--- src/rtl/arith_accum_unit_if.sv ---
// Operand, button and display bundle for arith_accum_unit.
// The master drives the switches and buttons. The slave (the unit) drives the display outputs.
interface arith_accum_unit_if #(
  parameter int WIDTH = 8,
  parameter int DEPTH = 4
);
  localparam int CW = $clog2(DEPTH + 1);
  localparam int PW = $clog2(DEPTH);

  logic [WIDTH-1:0] op_a;
  logic [WIDTH-1:0] op_b;
  logic [1:0]       mode;
  logic             btn_exec;
  logic             btn_clear;
  logic             btn_prev;
  logic [WIDTH-1:0] result;
  logic             carry;
  logic             done;
  logic             busy;
  logic [CW-1:0]    count;
  logic [PW-1:0]    view_idx;

  modport master (
    output op_a, op_b, mode, btn_exec, btn_clear, btn_prev,
    input  result, carry, done, busy, count, view_idx
  );

  modport slave (
    input  op_a, op_b, mode, btn_exec, btn_clear, btn_prev,
    output result, carry, done, busy, count, view_idx
  );
endinterface

--- src/rtl/arith_accum_unit.sv ---
// Switch calculator that runs add, subtract or accumulate on an exec button press.
// It keeps a ring history of the last DEPTH results, and prev scrolls through that history.
module arith_accum_unit #(
  parameter int WIDTH = 8,
  parameter int DEPTH = 4
) (
  input logic            clk,
  input logic            rst,
  arith_accum_unit_if.slave bus
);
  localparam int PW = $clog2(DEPTH);
  localparam int CW = $clog2(DEPTH + 1);

  localparam logic [1:0] S_IDLE  = 2'd0;
  localparam logic [1:0] S_CALC  = 2'd1;
  localparam logic [1:0] S_WRITE = 2'd2;

  logic [1:0]       state;
  logic [2:0]       btn_now, btn_q, press_r;
  logic             clr_p, exe_p, prv_p;
  logic [WIDTH-1:0] a_r, b_r, acc;
  logic [1:0]       mode_r;
  logic [WIDTH:0]   calc_nxt, calc_r;
  logic [WIDTH:0]   hist [DEPTH];
  logic [PW-1:0]    wr_ptr, view_idx, nxt_view, rd_ptr;
  logic [CW-1:0]    count;
  logic [WIDTH-1:0] result;
  logic             carry, done, hist_we;

  assign btn_now = {bus.btn_prev, bus.btn_exec, bus.btn_clear};
  assign clr_p   = press_r[0];
  assign exe_p   = press_r[1];
  assign prv_p   = press_r[2];

  // Delay registers reset high, so a button held through reset never produces a press.
  always_ff @(posedge clk or posedge rst) begin
    if (rst) begin
      btn_q   <= '1;
      press_r <= '0;
    end else begin
      btn_q   <= btn_now;
      press_r <= btn_now & ~btn_q;
    end
  end

  always_comb begin
    case (mode_r)
      2'b01:   calc_nxt = {1'b0, a_r} - {1'b0, b_r};
      2'b10:   calc_nxt = {1'b0, acc} + {1'b0, a_r};
      default: calc_nxt = {1'b0, a_r} + {1'b0, b_r};
    endcase
  end

  always_comb begin
    nxt_view = view_idx + PW'(1);
    if (CW'(view_idx) + CW'(1) == count) nxt_view = '0;
  end

  assign rd_ptr  = wr_ptr - PW'(1) - nxt_view;
  assign hist_we = (state == S_WRITE) && !clr_p;

  always_ff @(posedge clk) begin
    if (hist_we) hist[wr_ptr] <= calc_r;
  end

  always_ff @(posedge clk or posedge rst) begin
    if (rst) begin
      state    <= S_IDLE;
      a_r      <= '0;
      b_r      <= '0;
      mode_r   <= '0;
      acc      <= '0;
      calc_r   <= '0;
      wr_ptr   <= '0;
      count    <= '0;
      view_idx <= '0;
      result   <= '0;
      carry    <= 1'b0;
      done     <= 1'b0;
    end else begin
      done <= 1'b0;
      if (clr_p) begin
        state    <= S_IDLE;
        acc      <= '0;
        count    <= '0;
        wr_ptr   <= '0;
        view_idx <= '0;
        result   <= '0;
        carry    <= 1'b0;
      end else begin
        case (state)
          S_IDLE: begin
            if (exe_p) begin
              a_r    <= bus.op_a;
              b_r    <= bus.op_b;
              mode_r <= bus.mode;
              state  <= S_CALC;
            end else if (prv_p && count != '0) begin
              view_idx <= nxt_view;
              {carry, result} <= hist[rd_ptr];
            end
          end
          S_CALC: begin
            calc_r <= calc_nxt;
            if (mode_r == 2'b10) acc <= calc_nxt[WIDTH-1:0];
            state <= S_WRITE;
          end
          S_WRITE: begin
            wr_ptr   <= wr_ptr + PW'(1);
            count    <= (count == CW'(DEPTH)) ? count : count + CW'(1);
            view_idx <= '0;
            {carry, result} <= calc_r;
            done     <= 1'b1;
            state    <= S_IDLE;
          end
          default: state <= S_IDLE;
        endcase
      end
    end
  end

  assign bus.result   = result;
  assign bus.carry    = carry;
  assign bus.done     = done;
  assign bus.busy     = (state != S_IDLE);
  assign bus.count    = count;
  assign bus.view_idx = view_idx;
endmodule
--- src/flat_wrapper.sv ---
// flat-port wrapper written by rule: the top's interface ports become plain ports
module arith_accum_unit_flat 
#(
  parameter int WIDTH = 8,
  parameter int DEPTH = 4
)
  (clk, rst, bus_op_a, bus_op_b, bus_mode, bus_btn_exec, bus_btn_clear, bus_btn_prev, bus_result, bus_carry, bus_done, bus_busy, bus_count, bus_view_idx);
  arith_accum_unit_if #(.WIDTH(WIDTH), .DEPTH(DEPTH)) bus_i ();
  input logic clk;
  input logic rst;
  input wire logic [$bits(bus_i.op_a)-1:0] bus_op_a;
  input wire logic [$bits(bus_i.op_b)-1:0] bus_op_b;
  input wire logic [$bits(bus_i.mode)-1:0] bus_mode;
  input wire logic [$bits(bus_i.btn_exec)-1:0] bus_btn_exec;
  input wire logic [$bits(bus_i.btn_clear)-1:0] bus_btn_clear;
  input wire logic [$bits(bus_i.btn_prev)-1:0] bus_btn_prev;
  output wire logic [$bits(bus_i.result)-1:0] bus_result;
  output wire logic [$bits(bus_i.carry)-1:0] bus_carry;
  output wire logic [$bits(bus_i.done)-1:0] bus_done;
  output wire logic [$bits(bus_i.busy)-1:0] bus_busy;
  output wire logic [$bits(bus_i.count)-1:0] bus_count;
  output wire logic [$bits(bus_i.view_idx)-1:0] bus_view_idx;
  assign bus_i.op_a = bus_op_a;
  assign bus_i.op_b = bus_op_b;
  assign bus_i.mode = bus_mode;
  assign bus_i.btn_exec = bus_btn_exec;
  assign bus_i.btn_clear = bus_btn_clear;
  assign bus_i.btn_prev = bus_btn_prev;
  assign bus_result = bus_i.result;
  assign bus_carry = bus_i.carry;
  assign bus_done = bus_i.done;
  assign bus_busy = bus_i.busy;
  assign bus_count = bus_i.count;
  assign bus_view_idx = bus_i.view_idx;
  arith_accum_unit #(.WIDTH(WIDTH), .DEPTH(DEPTH)) u_core (.clk(clk), .rst(rst), .bus(bus_i));
endmodule
--- config.mk ---
export PLATFORM = sky130hd
export DESIGN_NAME = arith_accum_unit_flat
export DESIGN_NICKNAME = d
export VERILOG_FILES = /design/src/rtl/arith_accum_unit_if.sv /design/src/rtl/arith_accum_unit.sv /design/src/flat_wrapper.sv
export SDC_FILE = /design/constraint.sdc
export NUM_CORES = 1
export LEC_CHECK = 0
export CAP_MARGIN = 10
export CORE_MARGIN = 1
export CORE_UTILIZATION = 59
export CTS_BUF_LIST = sky130_fd_sc_hd__clkbuf_8
export DETAILED_ROUTE_END_ITERATION = 8
export GPL_ROUTABILITY_DRIVEN = 0
export PLACE_DENSITY = 0.85
export SYNTH_ARGS = -nofsm -noshare
export SYNTH_HDL_FRONTEND = slang
export SYNTH_SLANG_ARGS = --single-unit
--- constraint.sdc ---
create_clock -name clk -period 5.29 [get_ports clk]
set_input_delay 1.058 -clock clk [delete_from_list [all_inputs] [get_ports clk]]
set_output_delay 1.058 -clock clk [all_outputs]
set_load 0.005 [all_outputs]
==> reports/results.env <==
RSZ0062_AT_GRT='false'
PEAKVDDDROP_V=0.000199
CLOCKROOTBUFFER='clkbuf_8'
DIE_AR_UM2=8000
SYNTH.LARGEST_AREA_CELL='dfrtp_1'
PLACEABLECOREAREA_UM2=7330
WORST_EP_ARRIVAL_TIME_NS=3.26
MET3WIRELENGTH_UM=310
WORST_SLEW_PIN_SLEW_NS=0.905
NUM-FILL-CELLS=503
GLOBALROUTE.TOTALOVERFLOW=0
SYN-NUM-NETS=434
FINAL_HOLD_VIOL_COUNT=0
WORST_MIN_DELAY_PATH_CLASS='reg2reg'
CLOCK_PATH_BUFFERS=2
DPL.HPWL_MM=5.91
CTS.REPORTEDPATHS.CLKPINSLEW_NS=0.09
ANT_NETS=0
POST_DRT_WL_PER_CELL_UM=15.8
AGGREGATE_GLOBAL_ROUTE_RESOURCE_USAGE_PCT=23.9
DRTPASS1ITERATIONS=5
SYNTHMOSTINSTANTIATEDCELL='dfrtp_1'
TIMING.FINAL.WS_SETUP_NS=2.28
REMAINING_DRC_ERRORS=0
SYNTH.YOSYS.WARNINGS=0
GRT_FIRST_PASS_WIRELENGTH_MM=14.0
AVERAGE_CELL_AREA_AFTER_SYNTHESIS_UM2=11.5
POWER_DENSITY_nW_PER_UM2=437
ROUTE.VIAS.TOTAL=3007
NETS_FINISH=468
TRITONCTS.NUM_BUFFERS=9
PORT_BUFFERS=38
VIASPERCELL=5.68
AREAGROWTHSYNTHTOFINISH_PCT=15.5
WIRELENGTH_MET1_MM=3.51
MAX_CAP_VIOLS=0
SLEW_HEADROOM_PCT=39.5
FINAL.MIN_CLOCK_PERIOD_NS=3.01
MAXSLEWVIOLCOUNT=0
PLACED_CELLS=513
CTSHOLDBUFFERS=0
ROUTE.FINAL.WIRE_LENGTH_MM=8.33
SYN_AREA_UM2=4510
STATIC-LEAKAGE-POWER_uW=0.00209
NETLIST.AREA_LEADER.SHARE_PCT=31.6
CLK_LATENCY_NS=0.37
FINAL_LAYOUT_SIZE_SUFFIX_GT1_SHARE_PCT=10.9
FINAL_LAYOUT_SETUP_TOTAL_NEGATIVE_SLACK_NS=0
DIE-WIDTH_UM=89.4
CTS_HTREE_LEVELS=3
CTS_TREE='done'
TIMING.CRITICAL_PATH.TO_TYPE='flip-flop'
TOP_SIGNAL_LAYER_USED='met4'
DIEHEIGHT_UM=89.4
INITIALDRTVIOLATIONCOUNT=230
FMAX_GHz=0.333
YOSYSSEQAREASHARE_PCT=57.4
SYNTH_COMMON_CELLS='dfrtp_1, nand2_1, edfxtp_1'
FINALSETUPVIOLATIONS=0
ANTENNA_CELLS_INSERTED=0
LAYOUT.CELLS.NON_FILLER=529
START_UTIL_PCT=61.5
ASYNCSETRESETFLOPFRACSYNTH_PCT=62.5
CRIT_TYPE='reg2reg'
CTS_RESIZED=0
SYNTHESIS.INSTANCES=391
SETUP_SLACK_AT_PLACEMENT_NS=2.27
YS.FLOP_TYPE='dfrtp_1'
GRT_START_MAX_NET_PINS=42
SYNTH-EDFF-COUNT=36
WORST-PATH-MAX-FANOUT=17
CTS.SINK_COUNT=96
MULTI_INPUT_AREA_UM2=1760
TOTAL_AREA_OF_SEQUENTIAL_CELLS_UM2=2590
POST-CTS-SETUP-BUFFER-COUNT=0
PERIOD_SHARE_PCT=56.8
YOSYS-TOP-CELLS-AREA='dfrtp_1, edfxtp_1, ha_1'
CP-START-KIND='flip-flop'
ROWS=31
DETAILROUTE.WIRELENGTH.MET2_MM=4.33
TIMING.CLOCK.SKEW_NS=0.0165
IOS=39
VIAS_IN_THE_FIRST_GLOBAL_ROUTE=2983
NETLIST-CELL-TYPE-COUNT=49
NUMBER_OF_ANTENNA_VIOLATIONS_AT_THE_FIRST_CHECK_IN_GLOBAL_ROUTING=0
SYNTH_SEQ_CELLS=96
CRIT_REQUIRED_NS=5.54
STATUS='completed'
==> placed cells by master, fill, tap and decap left out, types with 4 or more instances in the layout <==
cell,synthesis,final
a31oi_1,6,6
nor2b_1,6,6
mux2_2,14,14
nor2_1,27,27
ha_1,19,19
inv_1,24,23
a311oi_1,6,6
mux2i_1,9,9
edfxtp_1,36,36
a21oi_1,8,8
nand2b_1,4,4
a32oi_1,4,4
and2_1,5,5
clkbuf_8,0,9
dfrtp_1,57,57
xor2_1,4,4
o211ai_1,6,6
xnor2_1,6,6
nand2_1,52,52
clkdlybuf4s50_1,0,38
o21ai_0,34,34
==> cells by family (layout without fill, tap and decap cells) <==
| kind of cell | Yosys count | in the layout | share of synthesized area [%] |
|---|---|---|---|
| adders and majority gates | 20 | 20 | 5.72 |
| muxes | 26 | 26 | 6.99 |
| AOI/OAI and AO/OA | 85 | 85 | 13.0 |
| buffers and inverters | 43 | 82 | 3.66 |
| DFF | 96 | 96 | 57.4 |
| and+or+nand+nor | 110 | 110 | 10.8 |
| xor gates and xnor gates | 11 | 11 | 2.55 |
==> metal layers <==
layer / GRT usage, % / vias to the layer above
met2: 40.9 / 87
met3: 5.36 / 19
met5: 0 / -
li1: - / 1458
met4: 10.5 / 0
met1: 29.1 / 1443
==> path summary, 6_finish.rpt <==
kind,startpoint,to,slack [ns],depth (start not counted)
max,u_core.mode_r[0],u_core.acc[6],2.28,13
min,u_core.btn_q[1],u_core.press_r[1],0.50,1
max reg2reg,u_core.mode_r[0],u_core.acc[6],2.28,13
min reg2reg,u_core.btn_q[1],u_core.press_r[1],0.50,1
max in group asynchronous,rst,u_core.btn_q[1],3.44,3
min in group asynchronous,rst,u_core.b_r[4],0.99,2
==> stage by stage <==
step                area, um2  total power, uW  util, %  hold slack, ns
floorplan                4510             1520        -           0.449
global placement         4970             1680     67.8           0.467
detailed placement       4970             1720     67.8           0.478
CTS                      5210             2280     71.1           0.499
global route             5210             2410     71.1           0.508
finish                   5210             2280     71.1           0.495
==> power by group <==
| group | total, uW | internal (uW) | switching [uW] |
|---|---|---|---|
| registers | 1020 | 914 | 106 |
| logic | 689 | 325 | 364 |
| clock network | 566 | 314 | 252 |
| total | 2280 | 1550 | 722 |
==> state kept, by name (all words and copies together) (netlist names) <==
register,count
u_core.state,2
u_core.bus.result,8
u_core.bus.carry,1
u_core.press_r,3
u_core.bus.view_idx,2
u_core.acc,8
u_core.calc_r,9
u_core.btn_q,3
u_core.mode_r,2
u_core.b_r,8
u_core.hist,36
u_core.bus.count,3
u_core.a_r,8
u_core.bus.done,1
u_core.wr_ptr,2
==> final cells by class <==
| class | instances | area share (%) |
|---|---|---|
| clock inverter | 7 | 2.21 |
| multi-input combinational | 252 | 33.8 |
| clock buffer | 9 | 2.38 |
| sequential | 96 | 49.7 |
| timing repair buffer | 41 | 7.73 |
| tap | 99 | 2.38 |
| inverter | 25 | 1.80 |
==> critical path: stages (launching register included) <==
cell and delay [ns]:
dfrtp_1 0.36, inv_1 0.06, ha_1 0.47, o21ai_0 0.22, o21ai_0 0.12, ha_1 0.22, inv_1 0.07, fa_1 0.20
nor2b_1 0.05, o21ai_0 0.20, a21oi_1 0.14, o21a_1 0.19, or3_1 0.33, a32o_1 0.27
No activity file was read; power rests on OpenSTA's default activity.
